$ cat src/rtl/deblock_edge_scheduler.sv
// Deblocking edge scheduler: walks the 8x8 grid, issuing vertical then horizontal edge jobs.
// Optional perf counters are compiled in with DEBLK_SCHED_PERF_EN.
module deblock_edge_scheduler #(
  parameter int MAX_WIDTH       = 128,
  parameter int MAX_HEIGHT      = 128,
  parameter int MAX_OUTSTANDING = 4
) (
  input  logic        clk,
  input  logic        rst,
  input  logic        start,
  input  logic [15:0] frame_width,
  input  logic [15:0] frame_height,
  input  logic [5:0]  filter_level,
  input  logic [2:0]  sharpness,
  output logic        busy,
  output logic        done,
  output logic        job_valid,
  input  logic        job_ready,
  output logic [15:0] job_x,
  output logic [15:0] job_y,
  output logic        job_dir,
  output logic [5:0]  job_limit,
  output logic [7:0]  job_blimit,
  output logic [1:0]  job_thresh,
  input  logic        job_done
`ifdef DEBLK_SCHED_PERF_EN
  ,
  output logic [31:0] perf_cycles,
  output logic [31:0] perf_stalls
`endif
);

  localparam logic [13:0] MAX_COLS = 14'(MAX_WIDTH / 8);
  localparam logic [13:0] MAX_ROWS = 14'(MAX_HEIGHT / 8);
  localparam logic [3:0]  MAX_OUT  = 4'(MAX_OUTSTANDING);

  typedef enum logic [2:0] {
    S_IDLE, S_CFG, S_VERT, S_DRAIN_V, S_HORZ, S_DRAIN_H, S_DONE
  } state_t;

  function automatic logic [5:0] f_limit(input logic [5:0] level, input logic [2:0] sharp);
    logic [5:0] lim;
    logic [5:0] cap;
    if (sharp > 3'd4)
      lim = level >> 2;
    else if (sharp != 3'd0)
      lim = level >> 1;
    else
      lim = level;
    cap = 6'd9 - {3'd0, sharp};
    if ((sharp != 3'd0) && (lim > cap))
      lim = cap;
    if (lim == 6'd0)
      lim = 6'd1;
    return lim;
  endfunction

  function automatic logic [7:0] f_blimit(input logic [5:0] level, input logic [5:0] lim);
    return {1'b0, level, 1'b0} + 8'd4 + {2'b00, lim};
  endfunction

  state_t      r_state;
  logic        r_busy;
  logic        r_done;
  logic        r_job_valid;
  logic [3:0]  r_out;
  logic [12:0] r_bx;
  logic [12:0] r_by;
  logic        r_dir;
  logic [12:0] r_cols;
  logic [12:0] r_rows;
  logic [5:0]  r_level;
  logic [2:0]  r_sharp;
  logic [5:0]  r_limit;
  logic [7:0]  r_blimit;
  logic [1:0]  r_thresh;

  logic [13:0] w_cols_raw;
  logic [13:0] w_rows_raw;
  logic [12:0] w_cols;
  logic [12:0] w_rows;
  logic        w_acc;
  logic        w_dn;
  logic [3:0]  w_out_nxt;
  logic        w_out_ok;
  logic        w_last_col;
  logic        w_last_row;
  logic [5:0]  w_lim;

  always_comb begin
    w_cols_raw = 14'((17'(frame_width) + 17'd7) >> 3);
    w_rows_raw = 14'((17'(frame_height) + 17'd7) >> 3);
    w_cols     = (w_cols_raw > MAX_COLS) ? MAX_COLS[12:0] : w_cols_raw[12:0];
    w_rows     = (w_rows_raw > MAX_ROWS) ? MAX_ROWS[12:0] : w_rows_raw[12:0];
    // A completion with nothing in flight is a stray and must not wrap the counter
    w_acc      = r_job_valid && job_ready;
    w_dn       = job_done && (r_out != 4'd0);
    w_out_nxt  = r_out + {3'd0, w_acc} - {3'd0, w_dn};
    w_out_ok   = (w_out_nxt < MAX_OUT);
    w_last_col = (r_bx == (r_cols - 13'd1));
    w_last_row = (r_by == (r_rows - 13'd1));
    w_lim      = f_limit(r_level, r_sharp);
  end

  always_ff @(posedge clk) begin
    if (rst) begin
      r_state     <= S_IDLE;
      r_busy      <= 1'b0;
      r_done      <= 1'b0;
      r_job_valid <= 1'b0;
      r_out       <= 4'd0;
      r_bx        <= 13'd0;
      r_by        <= 13'd0;
      r_dir       <= 1'b0;
      r_cols      <= 13'd0;
      r_rows      <= 13'd0;
      r_level     <= 6'd0;
      r_sharp     <= 3'd0;
      r_limit     <= 6'd0;
      r_blimit    <= 8'd0;
      r_thresh    <= 2'd0;
    end else begin
      r_out <= w_out_nxt;
      case (r_state)
        S_IDLE: begin
          r_done <= 1'b0;
          if (start) begin
            r_level <= filter_level;
            r_sharp <= sharpness;
            r_cols  <= w_cols;
            r_rows  <= w_rows;
            r_busy  <= 1'b1;
            r_state <= S_CFG;
          end
        end
        // ---- per-frame thresholds and first vertical position ----
        S_CFG: begin
          r_limit  <= w_lim;
          r_blimit <= f_blimit(r_level, w_lim);
          r_thresh <= r_level[5:4];
          r_dir    <= 1'b0;
          r_bx     <= 13'd1;
          r_by     <= 13'd0;
          if ((r_level == 6'd0) || (r_cols == 13'd0) || (r_rows == 13'd0)) begin
            r_busy  <= 1'b0;
            r_done  <= 1'b1;
            r_state <= S_DONE;
          end else if (r_cols == 13'd1) begin
            r_state <= S_DRAIN_V;
          end else begin
            r_job_valid <= w_out_ok;
            r_state     <= S_VERT;
          end
        end
        // ---- vertical pass: bx starts at 1, skipping the frame's left border ----
        S_VERT: begin
          r_job_valid <= w_out_ok;
          if (w_acc) begin
            if (w_last_col) begin
              if (w_last_row) begin
                r_job_valid <= 1'b0;
                r_state     <= S_DRAIN_V;
              end else begin
                r_bx <= 13'd1;
                r_by <= r_by + 13'd1;
              end
            end else begin
              r_bx <= r_bx + 13'd1;
            end
          end
        end
        // ---- horizontal filtering reads vertically filtered pixels ----
        S_DRAIN_V: begin
          if (r_out == 4'd0) begin
            r_dir <= 1'b1;
            r_bx  <= 13'd0;
            r_by  <= 13'd1;
            if (r_rows == 13'd1) begin
              r_state <= S_DRAIN_H;
            end else begin
              r_job_valid <= w_out_ok;
              r_state     <= S_HORZ;
            end
          end
        end
        S_HORZ: begin
          r_job_valid <= w_out_ok;
          if (w_acc) begin
            if (w_last_col) begin
              if (w_last_row) begin
                r_job_valid <= 1'b0;
                r_state     <= S_DRAIN_H;
              end else begin
                r_bx <= 13'd0;
                r_by <= r_by + 13'd1;
              end
            end else begin
              r_bx <= r_bx + 13'd1;
            end
          end
        end
        S_DRAIN_H: begin
          if (r_out == 4'd0) begin
            r_busy  <= 1'b0;
            r_done  <= 1'b1;
            r_state <= S_DONE;
          end
        end
        S_DONE: begin
          r_done  <= 1'b0;
          r_state <= S_IDLE;
        end
        default: begin
          r_job_valid <= 1'b0;
          r_busy      <= 1'b0;
          r_done      <= 1'b0;
          r_state     <= S_IDLE;
        end
      endcase
    end
  end

  assign busy       = r_busy;
  assign done       = r_done;
  assign job_valid  = r_job_valid;
  assign job_x      = {r_bx, 3'b000};
  assign job_y      = {r_by, 3'b000};
  assign job_dir    = r_dir;
  assign job_limit  = r_limit;
  assign job_blimit = r_blimit;
  assign job_thresh = r_thresh;

`ifdef DEBLK_SCHED_PERF_EN
  logic [31:0] r_perf_cycles;
  logic [31:0] r_perf_stalls;
  logic        w_blocked;

  assign w_blocked = ((r_state == S_VERT) || (r_state == S_HORZ)) && !r_job_valid &&
                     (r_out == MAX_OUT);

  always_ff @(posedge clk) begin
    if (rst) begin
      r_perf_cycles <= 32'd0;
      r_perf_stalls <= 32'd0;
    end else if ((r_state == S_IDLE) && start) begin
      r_perf_cycles <= 32'd0;
      r_perf_stalls <= 32'd0;
    end else begin
      if (r_busy)
        r_perf_cycles <= r_perf_cycles + 32'd1;
      if ((r_job_valid && !job_ready) || w_blocked)
        r_perf_stalls <= r_perf_stalls + 32'd1;
    end
  end

  assign perf_cycles = r_perf_cycles;
  assign perf_stalls = r_perf_stalls;
`endif

endmodule

$ cat config.mk
export PLATFORM = sky130hd
export DESIGN_NAME = deblock_edge_scheduler
export DESIGN_NICKNAME = d
export VERILOG_FILES = /design/src/rtl/deblock_edge_scheduler.sv
export SDC_FILE = /design/constraint.sdc
export NUM_CORES = 1
export LEC_CHECK = 0
export ABC_AREA = 1
export ABC_CLOCK_PERIOD_IN_PS = 5700
export BUFFER_PORTS_ARGS = -buffer_cell sky130_fd_sc_hd__buf_4
export CAP_MARGIN = 20
export CORE_MARGIN = 5
export CORE_UTILIZATION = 30
export CTS_CLUSTER_DIAMETER = 50
export DETAILED_ROUTE_END_ITERATION = 8
export PLACE_DENSITY = 0.47
export SYNTH_ARGS = -nofsm -noshare
export SYNTH_HDL_FRONTEND = slang
export SYNTH_SLANG_ARGS = --single-unit
export TNS_END_PERCENT = 50
$ cat constraint.sdc
create_clock -name clk -period 5.7 [get_ports clk]
set_input_delay 1.14 -clock clk [delete_from_list [all_inputs] [get_ports clk]]
set_output_delay 1.14 -clock clk [all_outputs]
set_load 0.02 [all_outputs]
==> impl_metrics.prom <==
# TYPE chip_impl_metric gauge
chip_impl_info{name="status",value="finished clean"} 1
chip_impl_info{name="whs_endpoint",value="job_limit[5]$_SDFFE_PP0P_"} 1
chip_impl_info{name="regToRegStartpoint",value="r_sharp[1]$_SDFFE_PP0P_"} 1
chip_impl_metric{name="critPathRequiredTime",unit="ps"} 5890
chip_impl_metric{name="worst_slew_margin_rel",unit="%"} 29.47
chip_impl_metric{name="ys_seq_elements",unit=""} 87
chip_impl_info{name="start_kind",value="register"} 1
chip_impl_metric{name="p_sw_share",unit="%"} 45.04
chip_impl_metric{name="power.net_switching",unit="mW"} 1.374
chip_impl_metric{name="layout_setup_ws",unit="ps"} 1664
chip_impl_metric{name="antenna-diode-count",unit=""} 0
chip_impl_metric{name="cts_buffers",unit=""} 9
chip_impl_metric{name="cellPowerDensity",unit="nW/um^2"} 390.9
chip_impl_metric{name="max_clock_freq",unit="MHz"} 247.8
chip_impl_metric{name="initial_core_util",unit="%"} 30.30
chip_impl_metric{name="final_util",unit="%"} 35.97
chip_impl_metric{name="drt-pass1-iter-count",unit=""} 5
chip_impl_metric{name="synth-edff-count",unit=""} 0
chip_impl_metric{name="fill_cells",unit=""} 2417
chip_impl_metric{name="critical_path_peak_fanout",unit=""} 13
chip_impl_metric{name="wl",unit="mm"} 18.60
chip_impl_metric{name="clk_pin_slew",unit="ps"} 70
chip_impl_metric{name="depth_of_the_most_critical_reg_to_reg_path",unit=""} 19
chip_impl_info{name="r2r-end",value="job_blimit[6]$_SDFFE_PP0P_"} 1
chip_impl_metric{name="whs",unit="ps"} 468.3
chip_impl_metric{name="chipWidth",unit="um"} 158
chip_impl_metric{name="post_cts.repair.setup_buffers",unit=""} 0
chip_impl_metric{name="drive_gt1_share",unit="%"} 14.67
chip_impl_metric{name="final-hold-violation-count",unit=""} 0
chip_impl_info{name="grt_setup_unrepaired",value="no"} 1
chip_impl_info{name="layout.cells.most_common_list",value="sky130_fd_sc_hd__nand2_1, sky130_fd_sc_hd__nor2_1, sky130_fd_sc_hd__inv_1"} 1
chip_impl_metric{name="core_region_area",unit="sq um"} 21690
chip_impl_metric{name="synthCells",unit=""} 1043
chip_impl_metric{name="floorplan.die_area",unit="sq um"} 24960
chip_impl_metric{name="routed_wire_length_per_instance",unit="um"} 13.24
chip_impl_metric{name="post_synthesis_mean_instance_area",unit="sq um"} 6.300
chip_impl_metric{name="clock_sink_count",unit=""} 87
chip_impl_metric{name="critical_path_arrival",unit="ps"} 4230
chip_impl_info{name="clk_root_buffer_cell",value="sky130_fd_sc_hd__clkbuf_16"} 1
chip_impl_metric{name="number_of_instances_resized_during_post_cts_repair",unit=""} 0
chip_impl_metric{name="cts_max_path_bufs",unit=""} 2
chip_impl_metric{name="grt.met2_usage",unit="%"} 24.38
chip_impl_info{name="layout.cells.most_common",value="sky130_fd_sc_hd__nand2_1"} 1
chip_impl_info{name="most_congested_layer_reported_by_global_routing",value="met2"} 1
chip_impl_metric{name="route.detailed.vias_per_inst",unit=""} 4.615
chip_impl_metric{name="floorplan.die.height",unit="um"} 158
chip_impl_metric{name="place.detailed.hpwl",unit="mm"} 14.35
chip_impl_metric{name="clkPwrFrac",unit="%"} 23.4
chip_impl_metric{name="seq_power_share",unit="%"} 25.9
chip_impl_metric{name="htreeDepth",unit=""} 3
chip_impl_metric{name="route.antenna.remaining_nets",unit=""} 0
chip_impl_metric{name="timing.hold.worst_path_depth",unit=""} 2
chip_impl_info{name="worstSetupEndpointType",value="register"} 1
chip_impl_metric{name="numPortBuffers",unit=""} 91
chip_impl_metric{name="area_delta_synth_final",unit="%"} 18.72
chip_impl_metric{name="post-route-period-util",unit="%"} 70.81
chip_impl_info{name="critPathKind",value="reg2reg"} 1
chip_impl_metric{name="grt-ovfl-total",unit=""} 0
chip_impl_metric{name="worstMarginPinSlew",unit="ps"} 1054
chip_impl_metric{name="drv_cap",unit=""} 0
chip_impl_metric{name="timing_max_transition_violations_final",unit=""} 0
chip_impl_info{name="ys_dominant_reg_cell",value="sky130_fd_sc_hd__dfxtp_1"} 1
chip_impl_metric{name="placement_stage_worst_setup_slack",unit="ps"} 1700
chip_impl_metric{name="routed-via-count",unit=""} 6484
chip_impl_metric{name="io-pin-count",unit=""} 98
chip_impl_metric{name="detail_route.drc_violations",unit=""} 0
chip_impl_metric{name="grt_start_max_net_pins",unit=""} 48
chip_impl_metric{name="combPwrFrac",unit="%"} 50.6
chip_impl_info{name="tritoncts",value="done"} 1
chip_impl_metric{name="vdd.ir_drop.worst",unit="uV"} 176.1
chip_impl_metric{name="antenna_found_initial",unit=""} 0
chip_impl_metric{name="met1_usage",unit="%"} 21.07
chip_impl_metric{name="cell_internal_pwr",unit="mW"} 1.676
chip_impl_metric{name="drt_iter0_markers",unit=""} 295
chip_impl_metric{name="hold_buf_count_cts",unit=""} 0
chip_impl_metric{name="final.min_clock_period",unit="ps"} 4036
chip_impl_metric{name="routabilityCongestion",unit=""} 0.8195
chip_impl_metric{name="finalSetupViolations",unit=""} 0
chip_impl_info{name="hp-class",value="reg2reg"} 1
chip_impl_metric{name="yosys_warnings",unit=""} 0
chip_impl_metric{name="grt.total_usage",unit="%"} 15.34
chip_impl_metric{name="floorplan.rows",unit=""} 54
chip_impl_metric{name="wire_length_of_the_first_global_routing_pass",unit="mm"} 31.13
chip_impl_metric{name="setup-tns-final",unit="ps"} 0
chip_impl_metric{name="clk_latency",unit="ps"} 350
chip_impl_info{name="holdCritStartpoint",value="job_limit[5]$_SDFFE_PP0P_"} 1
chip_impl_metric{name="synth_area",unit="sq um"} 6571
chip_impl_metric{name="total_leakage_power",unit="nW"} 3.589
chip_impl_metric{name="grtUsageMet3",unit="%"} 3.773
chip_impl_metric{name="reg2reg_slack",unit="ps"} 1660
chip_impl_metric{name="num-nets-final",unit=""} 1195
chip_impl_metric{name="grt_pass1_vias",unit=""} 6163
chip_impl_metric{name="synth-seq-area-share",unit="%"} 26.50
chip_impl_metric{name="timing.clock.skew",unit="ps"} 9.571
chip_impl_metric{name="synth-async-reset-ratio",unit="%"} 0
chip_impl_metric{name="netlist-cell-type-count",unit=""} 47
## synth_stat cells, types with 2 or more instances
cell type	n	area (sq um)
sky130_fd_sc_hd__a21oi_1	55	275.3
sky130_fd_sc_hd__a21oi_2	11	96.34
sky130_fd_sc_hd__a31oi_1	3	18.77
sky130_fd_sc_hd__and2_1	5	31.28
sky130_fd_sc_hd__buf_2	3	15.01
sky130_fd_sc_hd__buf_4	8	60.06
sky130_fd_sc_hd__buf_6	3	33.78
sky130_fd_sc_hd__clkbuf_1	16	60.06
sky130_fd_sc_hd__dfxtp_1	87	1742
sky130_fd_sc_hd__fa_1	2	40.04
sky130_fd_sc_hd__ha_1	27	337.8
sky130_fd_sc_hd__inv_1	130	488.0
sky130_fd_sc_hd__inv_2	3	11.26
sky130_fd_sc_hd__nand2_1	258	968.4
sky130_fd_sc_hd__nand2_2	14	87.58
sky130_fd_sc_hd__nand2_4	5	56.30
sky130_fd_sc_hd__nand3_1	85	425.4
sky130_fd_sc_hd__nand3_2	2	20.02
sky130_fd_sc_hd__nand3b_1	2	15.01
sky130_fd_sc_hd__nand4_1	21	131.4
sky130_fd_sc_hd__nor2_1	143	536.8
sky130_fd_sc_hd__nor2_2	6	37.54
sky130_fd_sc_hd__nor2_4	6	67.56
sky130_fd_sc_hd__nor3_1	27	135.1
sky130_fd_sc_hd__nor4_1	3	18.77
sky130_fd_sc_hd__o211ai_1	6	45.04
sky130_fd_sc_hd__o21a_1	3	22.52
sky130_fd_sc_hd__o21ai_0	45	225.2
sky130_fd_sc_hd__o21ai_1	3	15.01
sky130_fd_sc_hd__o21ai_2	2	17.52
sky130_fd_sc_hd__or2_2	3	18.77
sky130_fd_sc_hd__xnor2_1	7	61.31
sky130_fd_sc_hd__xor2_1	35	306.5
## sequential cells by signal (all words and copies together) (netlist names), 4 cells and up
signal and count:
job_limit 6, r_level 6, r_rows 13, r_out 4, job_blimit 7, r_bx 13, r_cols 13, r_by 13
## power by group through the flow
stage	clock, mW	combinational (mW)	sequential, mW
after floorplan	0	1.15	0.832
after CTS	0.733	1.56	0.790
after global placement	0	1.55	0.805
after global routing	0.756	1.78	0.807
after detailed placement	0	1.55	0.803
final	0.715	1.54	0.791
## final cells by class
type	instances	area, sq um	share of cell area [%]
multi-input combinational	795	4150	53.20
sequential	87	1742	22.33
timing repair buffer	93	698.2	8.949
inverter	134	505.5	6.480
tap	280	350.3	4.491
clock buffer	10	239.0	3.063
clock inverter	6	116.4	1.492
## stage by stage
| stage | instances | cell area, sq um | total power [mW] |
|---|---|---|---|
| 2_1_floorplan | 1048 | 6590 | 1.979 |
| 3_3_place_gp | 1389 | 7446 | 2.357 |
| 3_5_place_dp | 1389 | 7446 | 2.353 |
| 4_1_cts | 1405 | 7801 | 3.086 |
| 5_1_grt | 1405 | 7801 | 3.345 |
| 6_report | 1405 | 7801 | 3.050 |
## cells by family after synthesis
logic type / synth area share [%]
other cells: 0.05707
xor+xnor: 6.188
simple gates: 39.51
fa+ha+maj: 5.750
flops: 26.50
buf+inv: 10.62
compound gates: 11.37
## layer usage
| metal | vias to the layer above | wire length (um) |
|---|---|---|
| met5 | - | 0 |
| li1 | 3483 | - |
| met1 | 2847 | 9020 |
| met3 | 17 | 1145 |
| met4 | 0 | 250 |
| met2 | 137 | 8184 |
## how the worst max path moves through the flow
stage / from / end / slack (ps)
5_1_grt: r_sharp[1]$_SDFFE_PP0P_ / job_blimit[6]$_SDFFE_PP0P_ / 1180
2_1_floorplan: r_sharp[1]$_SDFFE_PP0P_ / job_blimit[6]$_SDFFE_PP0P_ / 2180
4_1_cts: r_sharp[1]$_SDFFE_PP0P_ / job_blimit[6]$_SDFFE_PP0P_ / 1660
6_report: r_sharp[1]$_SDFFE_PP0P_ / job_blimit[6]$_SDFFE_PP0P_ / 1660
3_5_place_dp: r_sharp[1]$_SDFFE_PP0P_ / job_blimit[6]$_SDFFE_PP0P_ / 1700
3_3_place_gp: r_sharp[1]$_SDFFE_PP0P_ / job_blimit[6]$_SDFFE_PP0P_ / 1720
## critical path, cell delays in order, from the launching register on
cell and delay, ps:
sky130_fd_sc_hd__dfxtp_1 300, sky130_fd_sc_hd__inv_1 150, sky130_fd_sc_hd__nand3_1 340, sky130_fd_sc_hd__o211ai_1 270, sky130_fd_sc_hd__o21ai_0 150, sky130_fd_sc_hd__ha_1 320
sky130_fd_sc_hd__nand2_1 70, sky130_fd_sc_hd__o21a_1 180, sky130_fd_sc_hd__o21ai_0 130, sky130_fd_sc_hd__nand2_1 180, sky130_fd_sc_hd__o21ai_0 300, sky130_fd_sc_hd__inv_1 110
sky130_fd_sc_hd__ha_1 280, sky130_fd_sc_hd__inv_1 60, sky130_fd_sc_hd__ha_1 160, sky130_fd_sc_hd__inv_1 50, sky130_fd_sc_hd__fa_1 400, sky130_fd_sc_hd__o21a_1 210
sky130_fd_sc_hd__xor2_1 120, sky130_fd_sc_hd__a21oi_1 80
No activity file was read; power rests on OpenSTA's default activity.
